==> src/rtl/spi_bus_arbiter.sv <==
// Two-port frame arbiter in front of the fifo2spi bridge: round-robin whole-frame grants,
// stream muxing and a minimum CS-high gap. Define SPI_ARB_TIMEOUT_EN to add a frame timeout.
module spi_bus_arbiter #(
  parameter int unsigned DW      = 32,
  parameter int unsigned CS_GAP  = 4,
  parameter int unsigned TIMEOUT = 65535
) (
  input  logic          clk,
  input  logic          rst,
  input  logic          req0,
  input  logic          m0_wr_valid,
  input  logic [DW-1:0] m0_wr_data,
  output logic          m0_wr_ready,
  output logic          m0_rd_valid,
  output logic [DW-1:0] m0_rd_data,
  input  logic          m0_rd_ready,
  output logic          gnt0,
  input  logic          req1,
  input  logic          m1_wr_valid,
  input  logic [DW-1:0] m1_wr_data,
  output logic          m1_wr_ready,
  output logic          m1_rd_valid,
  output logic [DW-1:0] m1_rd_data,
  input  logic          m1_rd_ready,
  output logic          gnt1,
  output logic          br_cs,
  output logic          br_wr_valid,
  output logic [DW-1:0] br_wr_data,
  input  logic          br_wr_ready,
  input  logic          br_rd_valid,
  input  logic [DW-1:0] br_rd_data,
  output logic          br_rd_ready,
  input  logic          br_busy,
  output logic          timeout_err
);

  typedef enum logic [1:0] {StIdle, StOwn, StDrain, StGap} state_e;

  localparam logic [7:0] GapInit = 8'(CS_GAP);

  state_e     state_q, state_d;
  logic       owner_q, owner_d;
  logic       last_gnt_q, last_gnt_d;
  logic [7:0] gap_q, gap_d;
  logic [1:0] req, elig;
  logic       win;

  assign req = {req1, req0};

`ifdef SPI_ARB_TIMEOUT_EN
  localparam logic [15:0] TimeoutLast = 16'(TIMEOUT - 1);

  logic [15:0] frame_q, frame_d;
  logic [1:0]  block_q, block_d;
  logic        terr_q, terr_d;

  // A port that timed out stays locked out until its req drops.
  assign elig        = req & ~block_q;
  assign timeout_err = terr_q;
`else
  assign elig        = req;
  assign timeout_err = 1'b0 && (TIMEOUT == 0);
`endif

  always_comb begin
    state_d    = state_q;
    owner_d    = owner_q;
    last_gnt_d = last_gnt_q;
    gap_d      = gap_q;
    win        = 1'b0;
`ifdef SPI_ARB_TIMEOUT_EN
    frame_d    = frame_q;
    block_d    = block_q & req;
    terr_d     = 1'b0;
`endif
    unique case (state_q)
      StIdle: begin
        if (gap_q != 8'd0) begin
          gap_d = gap_q - 8'd1;
        end else if (|elig) begin
          if (elig == 2'b11) win = ~last_gnt_q;
          else               win = elig[1];
          owner_d    = win;
          last_gnt_d = win;
          state_d    = StOwn;
`ifdef SPI_ARB_TIMEOUT_EN
          frame_d    = 16'd0;
`endif
        end
      end
      StOwn: begin
        if (!req[owner_q]) state_d = StDrain;
      end
      StDrain: begin
        if (!br_busy && !br_rd_valid) begin
          state_d = StGap;
          gap_d   = GapInit;
        end
      end
      StGap: begin
        if (gap_q <= 8'd1) begin
          gap_d   = 8'd0;
          state_d = StIdle;
        end else begin
          gap_d = gap_q - 8'd1;
        end
      end
      default: state_d = StIdle;
    endcase
`ifdef SPI_ARB_TIMEOUT_EN
    if (state_q == StOwn || state_q == StDrain) begin
      frame_d = frame_q + 16'd1;
      if (frame_q == TimeoutLast) begin
        state_d          = StGap;
        gap_d            = GapInit;
        terr_d           = 1'b1;
        block_d[owner_q] = 1'b1;
      end
    end
`endif
  end

  always_ff @(posedge clk or posedge rst) begin
    if (rst) begin
      state_q    <= StIdle;
      owner_q    <= 1'b0;
      last_gnt_q <= 1'b1;
      gap_q      <= GapInit;
`ifdef SPI_ARB_TIMEOUT_EN
      frame_q    <= 16'd0;
      block_q    <= 2'b00;
      terr_q     <= 1'b0;
`endif
    end else begin
      state_q    <= state_d;
      owner_q    <= owner_d;
      last_gnt_q <= last_gnt_d;
      gap_q      <= gap_d;
`ifdef SPI_ARB_TIMEOUT_EN
      frame_q    <= frame_d;
      block_q    <= block_d;
      terr_q     <= terr_d;
`endif
    end
  end

  logic own, route_rd;

  assign own      = (state_q == StOwn);
  assign route_rd = (state_q == StOwn) || (state_q == StDrain);

  // Write path is only open in OWN; read-back keeps flowing to the owner while draining.
  always_comb begin
    br_cs       = ~route_rd;
    gnt0        = own & ~owner_q;
    gnt1        = own & owner_q;
    br_wr_valid = 1'b0;
    br_wr_data  = '0;
    br_rd_ready = 1'b0;
    m0_wr_ready = 1'b0;
    m1_wr_ready = 1'b0;
    m0_rd_valid = 1'b0;
    m1_rd_valid = 1'b0;
    m0_rd_data  = '0;
    m1_rd_data  = '0;
    if (own) begin
      br_wr_valid = owner_q ? m1_wr_valid : m0_wr_valid;
      br_wr_data  = owner_q ? m1_wr_data : m0_wr_data;
      m0_wr_ready = ~owner_q & br_wr_ready;
      m1_wr_ready = owner_q & br_wr_ready;
    end
    if (route_rd) begin
      br_rd_ready = owner_q ? m1_rd_ready : m0_rd_ready;
      if (owner_q) begin
        m1_rd_valid = br_rd_valid;
        m1_rd_data  = br_rd_data;
      end else begin
        m0_rd_valid = br_rd_valid;
        m0_rd_data  = br_rd_data;
      end
    end
  end

endmodule

==> config.mk <==
export PLATFORM = sky130hd
export DESIGN_NAME = spi_bus_arbiter
export DESIGN_NICKNAME = d
export VERILOG_FILES = /design/src/rtl/spi_bus_arbiter.sv
export SDC_FILE = /design/constraint.sdc
export NUM_CORES = 1
export LEC_CHECK = 0
export CAP_MARGIN = 10
export CORE_MARGIN = 8
export CORE_UTILIZATION = 28
export DETAILED_ROUTE_END_ITERATION = 8
export HOLD_SLACK_MARGIN = 0.06
export PLACE_DENSITY_LB_ADDON = 0.1
export SLEW_MARGIN = 0
export SYNTH_ARGS = -nofsm -noshare
export SYNTH_HDL_FRONTEND = slang
export SYNTH_SLANG_ARGS = --single-unit
==> constraint.sdc <==
create_clock -name clk -period 2.9 [get_ports clk]
set_clock_uncertainty 0.15 [all_clocks]
set_input_delay 0.87 -clock clk [delete_from_list [all_inputs] [get_ports clk]]
set_output_delay 0.87 -clock clk [all_outputs]
set_load 0.01 [all_outputs]
==> out/metrics.csv <==
metric;value;unit
status;complete, no violations;
Hold Slack;0.3720;ns
Highest Signal Layer;met4;
Starting Density;0.2915;
power per cell area;901.5;mW/mm2
Worst Setup Path Type;primary input to primary output;
unique cell type count in the Yosys netlist;38;
I/O pins;213;
Rows;29;
gr ovfl total;0;
worst path required time;1.88;ns
Yosys Warn Count;0;
Die W;97.54;um
fin. max-slew vios;0;
prevailing post-synth register cell;dfrtp_1;
cell leakage power;2.263;nW
DRC;0;
Final setup viols;0;
Critical Path AT;1.83;ns
DRT antenna net count;0;
sequential-to-total area share from yosys stat;0.1626;
FMAX;350.7;MHz
met2 wire length;5483;um
vias in the first global route;2604;
Post-synth EDFFs;0;
Compound-Gate Fraction of Synth Area;0.09812;
Post-Synth Adder-Cell Area;0.04032;
Final Hold Viols;0;
drt total wl;10950;um
Seq. cell area;304.0;um2
final setup TNS;0;ns
Clock Tree Buf Depth;2;
clock sink count;12;
Syn Inst Count;239;
worst r2r path cells;6;
Worst R2R Start;gap_q[0];
HP Start;gap_q[2];
later-pin clock latency in the skew report;0.25;ns
largest family of logic cells by synthesized area;simple AND/OR/NAND/NOR gates;
H-Tree Depth;1;
CTS Buf Count;3;
FF-to-FF End;gap_q[0];
Total GRT Usage;0.2193;
Post-synth ARST share;1.000;
Simple-Gate Fraction of Synth Area;0.4281;
RSZ-0062 raised after global routing;no;
area grow syn2layout;119.4;%
met1 wire length;3949;um
vias per cell;4.817;
Die Area;0.009514;mm2
Syn Std Cell Area;0.001862;mm2
Slew HR;0.6338;
Synth Register Bits;12;
crit path time final;2.852;ns
Final period util;0.9833;
DR pass1 iterations;4;
Worst Hold Class;flop to flop;
CTS tree;yes;
worst slew pin tran;0.5481;ns
Worst VDD drop;0.5874;mV
clock transition at the registers of the reported paths;0.05;ns
met3 wire len;1234;um
clk root buf;clkbuf_8;
Mapped Nets;352;
hold_buf cts;0;
critical path startpoint category;primary input;
share of post-route cells with drive strength above 1;0.05817;
Initial DRC Count;102;
Final HPWL DP;9188;um
Die Ht;97.54;um
routed len/inst;20.85;um
most frequent cells in the layout;clkdlybuf4s50_1, dlygate4sd2_1, mux2i_1, nor2b_1, and3_1;
commonest non-fill, non-tap cell in the layout;clkdlybuf4s50_1;
multi-input logic area;0.001456;mm2
xor/xnor cell area share of the yosys netlist;0;
Max-Cap Viols;0;
Avg Cell Area, Syn;7.790;um2
FF-to-FF setup slack;0.62;ns
detailed-route via count;2529;
post-synthesis mux area share;0.2056;
filler instances;595;
I/O Buffers;211;
Hold Crit Depth;2;
initial antenna violation count;1;
Hold EP;gap_q[2];
largest net degree at the start of global routing;42;
fin nets;561;
RD Place Congestion;0.8553;
Crit Path Max Fanout;1;
CP Capture Type;primary output;
core area;0.006386;mm2
first-pass GRT wire length;16510;um
-- per-stage QoR --
stage	util	setup slack (ns)	instance area [um2]	power, mW	instances
final	0.6395	0.04832	4084	3.682	525
after global routing	0.6395	0.003564	4084	3.982	525
after CTS	0.6377	-0.1540	4073	3.728	524
after detailed placement	0.6432	-0.2529	4108	3.858	519
after global placement	0.6432	-0.2310	4108	3.838	519
after floorplan	-	0.3976	1862	2.046	239
-- Yosys cell counts (all sizes together), types with 2 or more instances --
cell type	n	area (um2)
mux2i	36	360.4
nor2b	36	225.2
and3	35	219.0
and2	34	212.7
clkbuf	14	52.55
dfrtp	10	250.2
nor2	8	30.03
o21ai	8	40.04
inv	7	26.28
buf	6	38.79
ha	6	75.07
a22o	4	35.03
nand2	4	15.01
nor3	4	20.02
nor4	3	33.78
a21o	2	15.01
a311oi	2	17.52
dfstp	2	52.55
mux2	2	22.52
-- area by class of cell --
cell class | instances | share of cell area
Clock buffer | 4 | 0.01103
Inverter | 7 | 0.006434
Timing Repair Buffer | 224 | 0.5273
Multi-Input combinational cell | 200 | 0.3566
Sequential cell | 12 | 0.07445
Tap cell | 77 | 0.02359
Antenna cell | 1 | 0.0006127
-- per-layer routing --
| metal | global-route usage | vias up |
|---|---|---|
| li1 | - | 1250 |
| met3 | 0.09815 | 17 |
| met1 | 0.2216 | 1120 |
| met5 | 0 | - |
| met4 | 0.07459 | 0 |
| met2 | 0.3895 | 142 |
-- report_power, final --
part	switching (mW)	total, mW	leakage [nW]	internal [mW]
Clock	0.0711	0.169	0.0228	0.0975
Combinational	1.58	3.16	2.10	1.58
Sequential	0.0909	0.352	0.146	0.261
-- cell families (layout without fill, tap and decap cells) --
kind of cell             Yosys count  in the layout
adder cells (fa/ha/maj)            6              6
buffers and inverters             27            235
AO/OA/AOI/OAI                     25             25
multiplexers                      38             38
other                              1              2
AND/OR/NAND/NOR                  130            130
flip-flops                        12             12
-- worst max path at each step --
stage          cells past startpoint        endpoint           start  slack (ns)
6_report                           4  br_wr_data[25]  m1_wr_data[25]        0.05
5_1_grt                            4  br_wr_data[26]  m1_wr_data[26]       0.004
4_1_cts                            3   m0_rd_data[2]   br_rd_data[2]       -0.15
3_5_place_dp                       4  br_wr_data[31]  m1_wr_data[31]       -0.25
3_3_place_gp                       4  br_wr_data[31]  m1_wr_data[31]       -0.23
2_1_floorplan                      6  m0_rd_data[10]      state_q[0]        0.40
-- critical path, cell delays in order --
cell and delay (ns):
clkdlybuf4s50_1 0.47, mux2i_1 0.07, nor2b_1 0.10, dlygate4sd2_1 0.33
-- registers in the layout, summed over array words and instances (netlist names) --
register    count
owner_q         1
gap_q           8
state_q         2
last_gnt_q      1
-- timing repair --
| item | in CTS | in global routing |
|---|---|---|
| hold endpoints to repair | 0 | 0 |
| pin swaps | 0 | 0 |
| buffers inserted | 0 | 0 |
| gates cloned | 1 | 0 |
| setup endpoints to repair | 104 | 5 |
| gates resized for setup | 105 | 5 |
(Power assumes the default switching activity.)
